File: src/rtl/aclk_timegen_if.sv
// rtl/aclk_timegen_if.sv - control and pulse signals between the alarm-clock time base and its users
interface aclk_timegen_if;
  logic       reset_count;
  logic       fast_watch;
  logic       one_second;
  logic       one_minute;
  logic [5:0] sec_count;

  modport master (
    output reset_count,
    output fast_watch,
    input  one_second,
    input  one_minute,
    input  sec_count
  );

  modport slave (
    input  reset_count,
    input  fast_watch,
    output one_second,
    output one_minute,
    output sec_count
  );
endinterface

File: src/rtl/aclk_timegen.sv
// rtl/aclk_timegen.sv - alarm-clock time base: prescaler, seconds counter, second/minute pulses
// Optional fast-watch mode (one_minute every second) is compiled in by ACLK_TIMEGEN_FAST_WATCH_EN.
module aclk_timegen #(
  parameter int CLK_PER_SEC = 256
) (
  input  logic          clk,
  input  logic          reset,
  aclk_timegen_if.slave bus
);

  localparam int            PW    = (CLK_PER_SEC > 2) ? $clog2(CLK_PER_SEC) : 1;
  localparam logic [PW-1:0] P_MAX = PW'(CLK_PER_SEC - 1);

  logic [PW-1:0] prescaler;
  logic [5:0]    sec_count;
  logic          one_second;
  logic          one_minute;
  logic          wrap;
  logic          fast;

`ifdef ACLK_TIMEGEN_FAST_WATCH_EN
  assign fast = bus.fast_watch;
`else
  logic unused_fast_watch;
  assign unused_fast_watch = bus.fast_watch;
  assign fast              = 1'b0;
`endif

  // reset_count suppresses the wrap so a restart never emits a pulse
  assign wrap = (prescaler == P_MAX) && !bus.reset_count;

  always_ff @(posedge clk or negedge reset) begin
    if (!reset) begin
      prescaler  <= '0;
      sec_count  <= '0;
      one_second <= 1'b0;
      one_minute <= 1'b0;
    end else if (bus.reset_count) begin
      prescaler  <= '0;
      sec_count  <= '0;
      one_second <= 1'b0;
      one_minute <= 1'b0;
    end else begin
      prescaler  <= wrap ? '0 : prescaler + 1'b1;
      one_second <= wrap;
      if (fast) begin
        sec_count  <= '0;
        one_minute <= wrap;
      end else begin
        one_minute <= wrap && (sec_count == 6'd59);
        if (wrap)
          sec_count <= (sec_count == 6'd59) ? 6'd0 : sec_count + 6'd1;
      end
    end
  end

  assign bus.one_second = one_second;
  assign bus.one_minute = one_minute;
  assign bus.sec_count  = sec_count;

endmodule
File: src/flat_wrapper.sv
// flat-port wrapper written by rule: the top's interface ports become plain ports
module aclk_timegen_flat 
#(
  parameter int CLK_PER_SEC = 256
)
  (clk, reset, bus_reset_count, bus_fast_watch, bus_one_second, bus_one_minute, bus_sec_count);
  aclk_timegen_if bus_i ();
  input  logic clk;
  input  logic reset;
  input wire logic [$bits(bus_i.reset_count)-1:0] bus_reset_count;
  input wire logic [$bits(bus_i.fast_watch)-1:0] bus_fast_watch;
  output wire logic [$bits(bus_i.one_second)-1:0] bus_one_second;
  output wire logic [$bits(bus_i.one_minute)-1:0] bus_one_minute;
  output wire logic [$bits(bus_i.sec_count)-1:0] bus_sec_count;
  assign bus_i.reset_count = bus_reset_count;
  assign bus_i.fast_watch = bus_fast_watch;
  assign bus_one_second = bus_i.one_second;
  assign bus_one_minute = bus_i.one_minute;
  assign bus_sec_count = bus_i.sec_count;
  aclk_timegen #(.CLK_PER_SEC(CLK_PER_SEC)) u_core (.clk(clk), .reset(reset), .bus(bus_i));
endmodule
File: config.mk
export PLATFORM = sky130hd
export DESIGN_NAME = aclk_timegen_flat
export DESIGN_NICKNAME = d
export VERILOG_FILES = /design/src/rtl/aclk_timegen_if.sv /design/src/rtl/aclk_timegen.sv /design/src/flat_wrapper.sv
export SDC_FILE = /design/constraint.sdc
export NUM_CORES = 1
export LEC_CHECK = 0
export CAP_MARGIN = 20
export CORE_UTILIZATION = 30
export CTS_CLUSTER_DIAMETER = 30
export CTS_CLUSTER_SIZE = 24
export DETAILED_ROUTE_END_ITERATION = 12
export HOLD_SLACK_MARGIN = 0.15
export PLACE_DENSITY_LB_ADDON = 0.08
export SLEW_MARGIN = 20
export SYNTH_ARGS = -nofsm -noshare
export SYNTH_HDL_FRONTEND = slang
export SYNTH_SLANG_ARGS = --single-unit
File: constraint.sdc
create_clock -name clk -period 1.85 [get_ports clk]
set_input_delay 0.2775 -clock clk [delete_from_list [all_inputs] [get_ports clk]]
set_output_delay 0.2775 -clock clk [all_outputs]
set_load 0.03 [all_outputs]
==> results of run 1 <==
-- final cells by class --
type	count	area (um2)
Fill cell	263	1510
Clock buffer	3	22.52
Multi-Input combinational cell	58	396.6
Inverter	4	15.01
Sequential cell	16	400.4
Timing Repair Buffer	15	140.1
Tap cell	30	37.54
-- metal layers --
metal  GRT usage [%]  up-vias  part of all wire [%]
met3           5.833        2                   4.2
met4           2.564        0                  0.83
met1           21.71      317                    51
li1                -      339                     -
met5               0        -                     0
met2           22.56       14                    44
-- timing repair --
action | 4_1_cts | 5_1_grt
endpoints found under the setup margin | 0 | 2
resized for setup | 0 | 2
hold buffers | 0 | 0
-- sequential cells by signal, summed over array words and instances (netlist names) --
name                   cells
u_core.prescaler           8
u_core.bus.one_second      1
u_core.bus.sec_count       6
u_core.bus.one_minute      1
-- cell families (layout without fill, tap and decap cells) --
logic type | after synthesis | after routing | synth area share (%)
XOR/XNOR | 3 | 3 | 3.207
AND/OR/NAND/NOR | 32 | 32 | 22.75
buffers and inverters | 7 | 22 | 3.357
flip-flops | 16 | 16 | 48.85
adder cells (fa/ha/maj) | 2 | 2 | 3.053
AO/OA/AOI/OAI | 21 | 21 | 18.78
-- through the flow --
| step | setup WS (ns) | area, um2 | hold slack, ns | power [mW] | utilization (%) |
|---|---|---|---|---|---|
| 2_1_floorplan | 0.2392 | 819.5 | -0.01809 | 0.3970 | - |
| 3_3_place_gp | 0.2423 | 982.2 | 0.5104 | 0.4254 | 38.94 |
| 3_5_place_dp | 0.2514 | 982.2 | 0.5207 | 0.4254 | 38.94 |
| 4_1_cts | 0.1084 | 1005 | 0.3017 | 0.6122 | 39.83 |
| 5_1_grt | 0.08868 | 1012 | 0.3200 | 0.6338 | 40.13 |
| 6_report | 0.1558 | 1012 | 0.3047 | 0.5975 | 40.13 |
-- cells in the final DEF (no fill, tap or decap), types with 2 or more instances in the layout --
cell type and instances:
ha_1 2, o21ai_0 3, o211ai_1 2, a21oi_1 4
nor2_1 7, clkdlybuf4s50_1 9, nand2_1 3, or4_1 2
nor3_1 3, dfrtp_1 16, nor2b_1 2, o211a_1 2
clkbuf_4 3, xor2_1 2, buf_4 5, nand3_1 6
inv_1 4
-- power by group through the flow --
| stage | logic (mW) | clock network [mW] | registers, mW |
|---|---|---|---|
| after floorplan | 0.0204 | 0 | 0.377 |
| after global placement | 0.0501 | 0 | 0.375 |
| after detailed placement | 0.0500 | 0 | 0.375 |
| after CTS | 0.0502 | 0.194 | 0.368 |
| after global routing | 0.0552 | 0.207 | 0.372 |
| final | 0.0489 | 0.180 | 0.369 |
-- final timing paths --
check	start	depth (start not counted)	to	slack, ns
worst max-delay path	u_core.bus.sec_count[0]	1	bus_sec_count[0]	0.16
worst max register to register	u_core.bus.sec_count[0]	4	u_core.bus.sec_count[2]	0.28
max in group asynchronous	reset	2	u_core.prescaler[5]	1.36
worst min-delay path	reset	2	u_core.prescaler[0]	0.30
min in group clk	u_core.prescaler[0]	1	u_core.prescaler[0]	0.53
worst min register to register	u_core.prescaler[0]	1	u_core.prescaler[0]	0.53
==> results.txt, run 1 <==
status: complete, no violations
Die W: 54.27 um
actual slew at the worst max-slew pin: 0.3769 ns
Worst IR Drop VDD: 0.3240 mV
Yosys top cell area share: 48.85%
fraction of registers with async set/reset: 100.0%
count of final hold-check violations: 0
Initial Utilization: 32.49%
Final Cycle Share: 91.58%
antenna violations before repair: 0
share of cells above drive strength 1: 13.54%
Slew Limit Fails: 0
slew margin rel.: 74.79%
Post-route DRC: 0
Crit path max-delay family: buffers and inverters
ys flop type: dfrtp_1
WL per Instance: 14.33 um
GPL Wtd Cong: 0.7303
NetSw: 144.3 uW
EDFF count, synth: 0
ANT cells: 0
row count: 18
CTS tree: built
syn_area_per_cell: 10.12 um2
RSZ-0062 raised after global routing: false
Starting DRT DRC Count: 25
crit end category: output port
Critical Path RT: 1.57 ns
CTS clock-pin slew for the worst setup and hold paths: 0.09 ns
Syn Nets: 87
Nets: 104
critical path's slowest cell: clkdlybuf4s50_1
Comb pwr share: 8.2%
Clock Power Share: 30.1%
clock root buffer: clkbuf_4
critical path class: reg2out
setup TNS: 0 ns
routed wire length: 1805 um
Num CTS Buffers: 3
clk_lat worst skew: 0.28 ns
die height: 54.27 um
die area: 0.002945 mm2
clk sink count: 16
Crit path arrival time: 1.42 ns
Core Footprint: 0.002522 mm2
GRT Util Overall: 15.42%
Post-synth top cells: dfrtp_1, nand3_1, nor2_1, a21oi_1, inv_1
register area share after synthesis: 48.85%
Power Dens Cells: 590.3 mW/mm2
Flop pwr share: 61.7%
worst path cell trace: clkdlybuf4s50_1
fin crit period: 1.694 ns
Boundary Pins: 12
count of final setup violators: 0
dpl hpwl: 1302 um
CP bufs+invs: 1
#FFs+latches synth: 16
Internal: 453.1 uW
Layout area overhead: 23.51%
crit-path max FO: 5
Overflow after GRT: 0
# port buffers: 10
leakage: 0.4524 nW
Max Freq: 590.2 MHz
Vias/cell: 5.333
Synth Instances: 81
placed cells: 123
# H-tree levels: 1
Switching Share: 24.16%
CTS Buffer Depth: 2
HP Class: in2async
count leader, synth: dfrtp_1
post-CTS setup buffer count: 0
total vias in the final route: 672
number of distinct library cells after synthesis: 36
vias in the first global route: 643
pin count of the biggest net entering global routing: 17
clk_skew: 0.005495 ns
Post-DRT Antenna Nets: 0
Worst path max stage delay: 0.70 ns
Synth Cell Area: 819.5 um2
Yosys top cell by area: dfrtp_1
first-pass GRT wire length: 3160 um
final cell count without fillers: 126
startpoint types: register
DRT Pass-1 Iters: 4
Warnings, synthesis: 0
max-cap violation count: 0
synth top area cells: dfrtp_1, nand3_1, nor2_1
No activity file was read; power rests on OpenSTA's default activity.
==> run 2, diff against run 1 <==
--- a/config.mk
+++ b/config.mk
@@ -12,7 +12,7 @@
 export DETAILED_ROUTE_END_ITERATION = 12
 export HOLD_SLACK_MARGIN = 0.15
 export PLACE_DENSITY_LB_ADDON = 0.08
-export SLEW_MARGIN = 20
+export RECOVER_POWER = 25
 export SYNTH_ARGS = -nofsm -noshare
 export SYNTH_HDL_FRONTEND = slang
 export SYNTH_SLANG_ARGS = --single-unit
==> run 2 against run 1 <==
Compared with the run above: sequential power about the same; via count grew 0.30%; critical path depth did not move; critical path type unchanged; cell area shrank 0.37%; combinational power down 3%.
==> results.txt, run 2 (synthesized netlist as in run 1, its figures left out) <==
count of final hold-check violations: 0 (unchanged)
Initial Utilization: 32.49% (unchanged)
Hold Buf Count CTS: 0 (unchanged)
# H-tree levels: 1 (unchanged)
worst-case reg-to-reg path depth: 4 (unchanged)
Core Util, Final: 39.98% (-0.15 points)
Final Cycle Share: 91.97% (+0.39 points)
row count: 18 (unchanged)
dpl hpwl: 1302 um (unchanged)
leakage: 0.4491 nW (-0.74%)
commonest cells after routing, fill and taps aside: dfrtp_1, clkdlybuf4s50_1, nor2_1
HP Class: reg2reg
RR Endpoint: u_core.bus.sec_count[2]
Core Footprint: 0.002522 mm2 (unchanged)
clk_lat worst skew: 0.28 ns (about the same)
CP bufs+invs: 1 (unchanged)
setup TNS: 0 ns (unchanged)
Starting DRT DRC Count: 25 (unchanged)
ANT cells: 0 (unchanged)
DRT Pass-1 Iters: 4 (unchanged)
Crit path max-delay family: buffers and inverters
Post-route DRC: 0 (unchanged)
RSZ-0062 raised after global routing: false
Nets: 104 (unchanged)
fin crit period: 1.701 ns (+0.007153 ns)
commonest non-fill, non-tap cell in the layout: dfrtp_1
max-cap violation count: 0 (unchanged)
Post-DRT Antenna Nets: 0 (unchanged)
Max Freq: 587.8 MHz (-0.42%)
crit-path max FO: 5 (unchanged)
Power Dens Cells: 591.0 mW/mm2 (+0.12%)
Layout area overhead: 23.05%
Worst Hold Depth: 1
biggest regs: u_core.prescaler x8, u_core.bus.sec_count x6
clock root buffer: clkbuf_4
# fillers: 265 (+0.76%)
CP startpoint: u_core.bus.sec_count[0]
first-pass GRT wire length: 3160 um (unchanged)
Vias/cell: 5.349 (+0.30%)
CTS tree: built
vias in the first global route: 643 (unchanged)
register name with the most flops: u_core.prescaler
routed wire length: 1809 um (+0.22%)
clk sink count: 16 (unchanged)
GPL Wtd Cong: 0.7303 (unchanged)
Num CTS Buffers: 3 (unchanged)
Worst IR Drop VDD: 0.3241 mV (about the same)
Crit path arrival time: 1.42 ns (about the same)
WL per Instance: 14.36 um (+0.22%)
CTS clock-pin slew for the worst setup and hold paths: 0.09 ns (about the same)
share of cells above drive strength 1: 12.50% (-1.0 points)
die area: 0.002945 mm2 (unchanged)
endpoint of the worst hold path: u_core.prescaler[0]
Die W: 54.27 um (unchanged)
Boundary Pins: 12 (unchanged)
min-delay src: u_core.prescaler[0]
critical path class: reg2out
slew margin rel.: 39.34% (-35 points)
# port buffers: 10 (unchanged)
status: complete, no violations
startpoint types: register
Worst R2R Start: u_core.bus.sec_count[0]
actual slew at the worst max-slew pin: 0.9099 ns (+0.5329 ns)
Overflow after GRT: 0 (unchanged)
setup ws final: 0.1486 ns (-0.007153 ns)
pre-CTS WS: 0.2514 ns (unchanged)
FF-to-FF setup slack: 0.27 ns (about the same)
max reg flops: 8 (unchanged)
total vias in the final route: 674 (+0.30%)
count of final setup violators: 0 (unchanged)
antenna violations before repair: 0 (unchanged)
design area: 0.001008 mm2 (-0.37%)
crit end category: output port
pin count of the biggest net entering global routing: 17 (unchanged)
worst path cell trace: clkdlybuf4s50_1
Slew Limit Fails: 0 (unchanged)
CTS Buffer Depth: 2 (unchanged)
clk_skew: 0.005498 ns (+0.000003280 ns)
GRT Util Overall: 15.42% (unchanged)
Critical Path RT: 1.57 ns (about the same)
Worst path max stage delay: 0.70 ns (about the same)
dpl cell area: 982.2 um2 (unchanged)
die height: 54.27 um (unchanged)
critical path's slowest cell: clkdlybuf4s50_1
Final Power: 596.0 uW (-0.25%)
[run 2: cell count changes in the layout (fill, tap and decap cells not counted), sizes merged]
cell / previous run / this run
buf: 5 / 4
dlygate4sd3: 0 / 1
clkbuf: 3 / 4
clkdlybuf4s50: 9 / 8
[run 2: power by group]
group	internal, mW	switching [mW]
logic	0.0196	0.0279
registers	0.357	0.0118
clock network	0.0755	0.105
total	0.452	0.144
[run 2: worst max path at each step]
stage	slack, ns	depth (start not counted)	end
2_1_floorplan	0.24	4	u_core.bus.sec_count[0]
3_3_place_gp	0.24	4	u_core.bus.sec_count[3]
3_5_place_dp	0.25	4	u_core.bus.sec_count[3]
4_1_cts	0.11	1	bus_sec_count[3]
5_1_grt	0.09	1	bus_sec_count[0]
6_report	0.15	1	bus_sec_count[0]
[run 2: routing by layer]
| metal | wire length (um) | vias up | track usage [%] | part of all wire (%) |
|---|---|---|---|---|
| met5 | 0 | - | 0 | 0 |
| met4 | 15 | 0 | 2.564 | 0.83 |
| met3 | 78 | 2 | 5.833 | 4.3 |
| met2 | 787 | 14 | 22.56 | 44 |
| met1 | 928 | 319 | 21.71 | 51 |
| li1 | - | 339 | - | - |
[run 2: layout make-up]
cell class / instances / area, um2 / area share [%]
Tap cell: 30 / 37.54 / 3.722
Sequential cell: 16 / 400.4 / 39.70
Timing Repair Buffer: 15 / 136.4 / 13.52
Inverter: 4 / 15.01 / 1.489
Clock buffer: 3 / 22.52 / 2.233
Multi-Input combinational cell: 58 / 396.6 / 39.33
[run 2: timing repair]
action / in CTS / in global routing
endpoints found under the setup margin: 0 / 2
resized for setup: 0 / 2
setup buffers: 0 / 0
[run 2: stage by stage]
| step | cells | hold slack (ns) |
|---|---|---|
| 3_3_place_gp | 123 | 0.5104 |
| 4_1_cts | 126 | 0.3017 |
| 5_1_grt | 126 | 0.5930 |
| 2_1_floorplan | 81 | -0.01809 |
| 3_5_place_dp | 123 | 0.5207 |
| 6_report | 126 | 0.5284 |
==> run 3, diff against run 2 <==
--- a/config.mk
+++ b/config.mk
@@ -6,7 +6,7 @@
 export NUM_CORES = 1
 export LEC_CHECK = 0
 export CAP_MARGIN = 20
-export CORE_UTILIZATION = 30
+export CORE_UTILIZATION = 50
 export CTS_CLUSTER_DIAMETER = 30
 export CTS_CLUSTER_SIZE = 24
 export DETAILED_ROUTE_END_ITERATION = 12
==> run 3 against run 2 <==
Compared with the run above: critical path depth unchanged; clock skew decreased by 0.0039 ns; via count decreased by 0.59%; register-to-register slack about the same; sequential cell count unchanged; core utilization increased by 24 points; cell area decreased by 2.6%; non-clock buffer count decreased by 2; first-iteration DRC count decreased by 40%; count of clock-buffer cells in the layout increased by 1; global-route usage increased by 5.8 points; sequential share of layout area increased by 1.1 points.
==> results.txt, run 3 (synthesized netlist as in run 1, its figures left out) <==
FF-to-FF setup slack: 0.26 ns (about the same)
max-cap violation count: 0 (unchanged)
routed wire length: 1593 um (-12%)
CP bufs+invs: 1 (unchanged)
HP Class: reg2reg
CTS clock-pin slew for the worst setup and hold paths: 0.10 ns (about the same)
Worst IR Drop VDD: 0.3931 mV (+21%)
crit end category: output port
share of cells above drive strength 1: 10.53% (-2.0 points)
met3 GRT Util: 4.310% (-1.5 points)
Starting DRT DRC Count: 15 (-40%)
Crit path max-delay family: buffers and inverters
CTS Buffer Depth: 2 (unchanged)
Max Freq: 572.0 MHz (-2.7%)
Hold Buf Count CTS: 0 (unchanged)
GPL Wtd Cong: 0.7634 (+4.5%)
leakage: 0.4295 nW (-4.3%)
RSZ-0062 raised after global routing: false
critical path's slowest cell: clkdlybuf4s50_1
DRT Pass-1 Iters: 4 (unchanged)
Post-route DRC: 0 (unchanged)
Core Footprint: 0.001524 mm2 (-40%)
Critical Path RT: 1.57 ns (about the same)
Final Power: 648.2 uW (+8.8%)
antenna violations before repair: 0 (unchanged)
Post-DRT Antenna Nets: 0 (unchanged)
commonest cells after routing, fill and taps aside: dfrtp_1, clkdlybuf4s50_1, nor2_1, nand3_1
Initial Utilization: 53.78% (+21 points)
Die W: 42.49 um (-22%)
clk_skew: 0.001603 ns (-0.003895 ns)
# H-tree levels: 1 (unchanged)
slew margin rel.: 41.56% (+2.2 points)
GRT Util Overall: 21.18% (+5.8 points)
Crit path arrival time: 1.47 ns (+0.05 ns)
pin count of the biggest net entering global routing: 17 (unchanged)
WL per Instance: 14.35 um (about the same)
post-CTS setup buffer count: 0 (unchanged)
Boundary Pins: 12 (unchanged)
crit-path max FO: 8 (+3)
Worst path max stage delay: 0.71 ns (about the same)
Overflow after GRT: 0 (unchanged)
row count: 14 (-4)
dpl hpwl: 1155 um (-11%)
count of final setup violators: 0 (unchanged)
commonest non-fill, non-tap cell in the layout: dfrtp_1
clock root buffer: clkbuf_4
fin crit period: 1.748 ns (+0.04680 ns)
Nets: 102 (-1.9%)
GR peak layer: met2
Power Dens Cells: 659.9 mW/mm2 (+12%)
critical path class: reg2out
Layout area overhead: 19.85%
GR Util met1: 26.54% (+4.8 points)
# fillers: 126 (-52%)
WHS: 0.5225 ns (-0.005910 ns)
count of final hold-check violations: 0 (unchanged)
Final Cycle Share: 94.49% (+2.5 points)
clk_lat worst skew: 0.28 ns (about the same)
ANT cells: 0 (unchanged)
register name with the most flops: u_core.prescaler
max reg flops: 8 (unchanged)
clk sink count: 16 (unchanged)
CTS tree: built
startpoint types: register
first-pass GRT wire length: 2849 um (-9.8%)
biggest regs: u_core.prescaler x8, u_core.bus.sec_count x6
total vias in the final route: 670 (-0.59%)
Slew Limit Fails: 0 (unchanged)
Num CTS Buffers: 3 (unchanged)
number of gates resized after CTS: 0 (unchanged)
M2 GR Usage: 34.46% (+12 points)
die area: 0.001805 mm2 (-39%)
actual slew at the worst max-slew pin: 0.8765 ns (-0.03335 ns)
worst path cell trace: clkdlybuf4s50_1
status: complete, no violations
die height: 42.49 um (-22%)
Vias/cell: 6.036 (+13%)
# port buffers: 10 (unchanged)
vias in the first global route: 670 (+4.2%)
setup TNS: 0 ns (unchanged)
## run 3: path summary, 6_finish.rpt
kind	start	end	cells after the start
worst max-delay path	u_core.bus.sec_count[3]	bus_sec_count[3]	1
worst min-delay path	u_core.prescaler[0]	u_core.prescaler[0]	1
worst max register to register	u_core.prescaler[0]	u_core.bus.sec_count[3]	4
worst min register to register	u_core.prescaler[0]	u_core.prescaler[0]	1
max in group asynchronous	reset	u_core.prescaler[7]	2
min in group asynchronous	reset	u_core.prescaler[4]	2
## run 3: per-layer routing
metal	vias up	share of wire [%]
li1	338	-
met4	0	1.6
met2	13	47
met5	-	0
met1	315	48
met3	4	3.0
## run 3: worst register-to-register path, cell delays in order (launching register included)
cell and delay, ns:
dfrtp_1 0.41, ha_1 0.22, nand3_1 0.20, or4_1 0.52
a31oi_1 0.17
## run 3: where the power goes
part           internal (mW)  switching [mW]
Sequential             0.357          0.0113
Clock                  0.120           0.115
Combinational         0.0185          0.0273
Total                  0.495           0.153
## run 3: cell type report
cell class / count / area [um2] / area share (%)
Sequential cell: 16 / 400.4 / 40.76
Multi-Input combinational cell: 58 / 391.6 / 39.87
Timing Repair Buffer: 13 / 118.9 / 12.10
Clock buffer: 4 / 36.28 / 3.694
Tap cell: 16 / 20.02 / 2.038
Inverter: 4 / 15.01 / 1.529
## run 3: through the flow
stage / utilization, % / cell area, um2 / worst slack [ns] / instances
floorplan: - / 819.5 / 0.2392 / 81
global placement: 62.32 / 949.7 / 0.2604 / 107
detailed placement: 62.32 / 949.7 / 0.2753 / 107
CTS: 64.70 / 985.9 / 0.09642 / 111
global route: 64.45 / 982.2 / 0.04565 / 111
finish: 64.45 / 982.2 / 0.1018 / 111
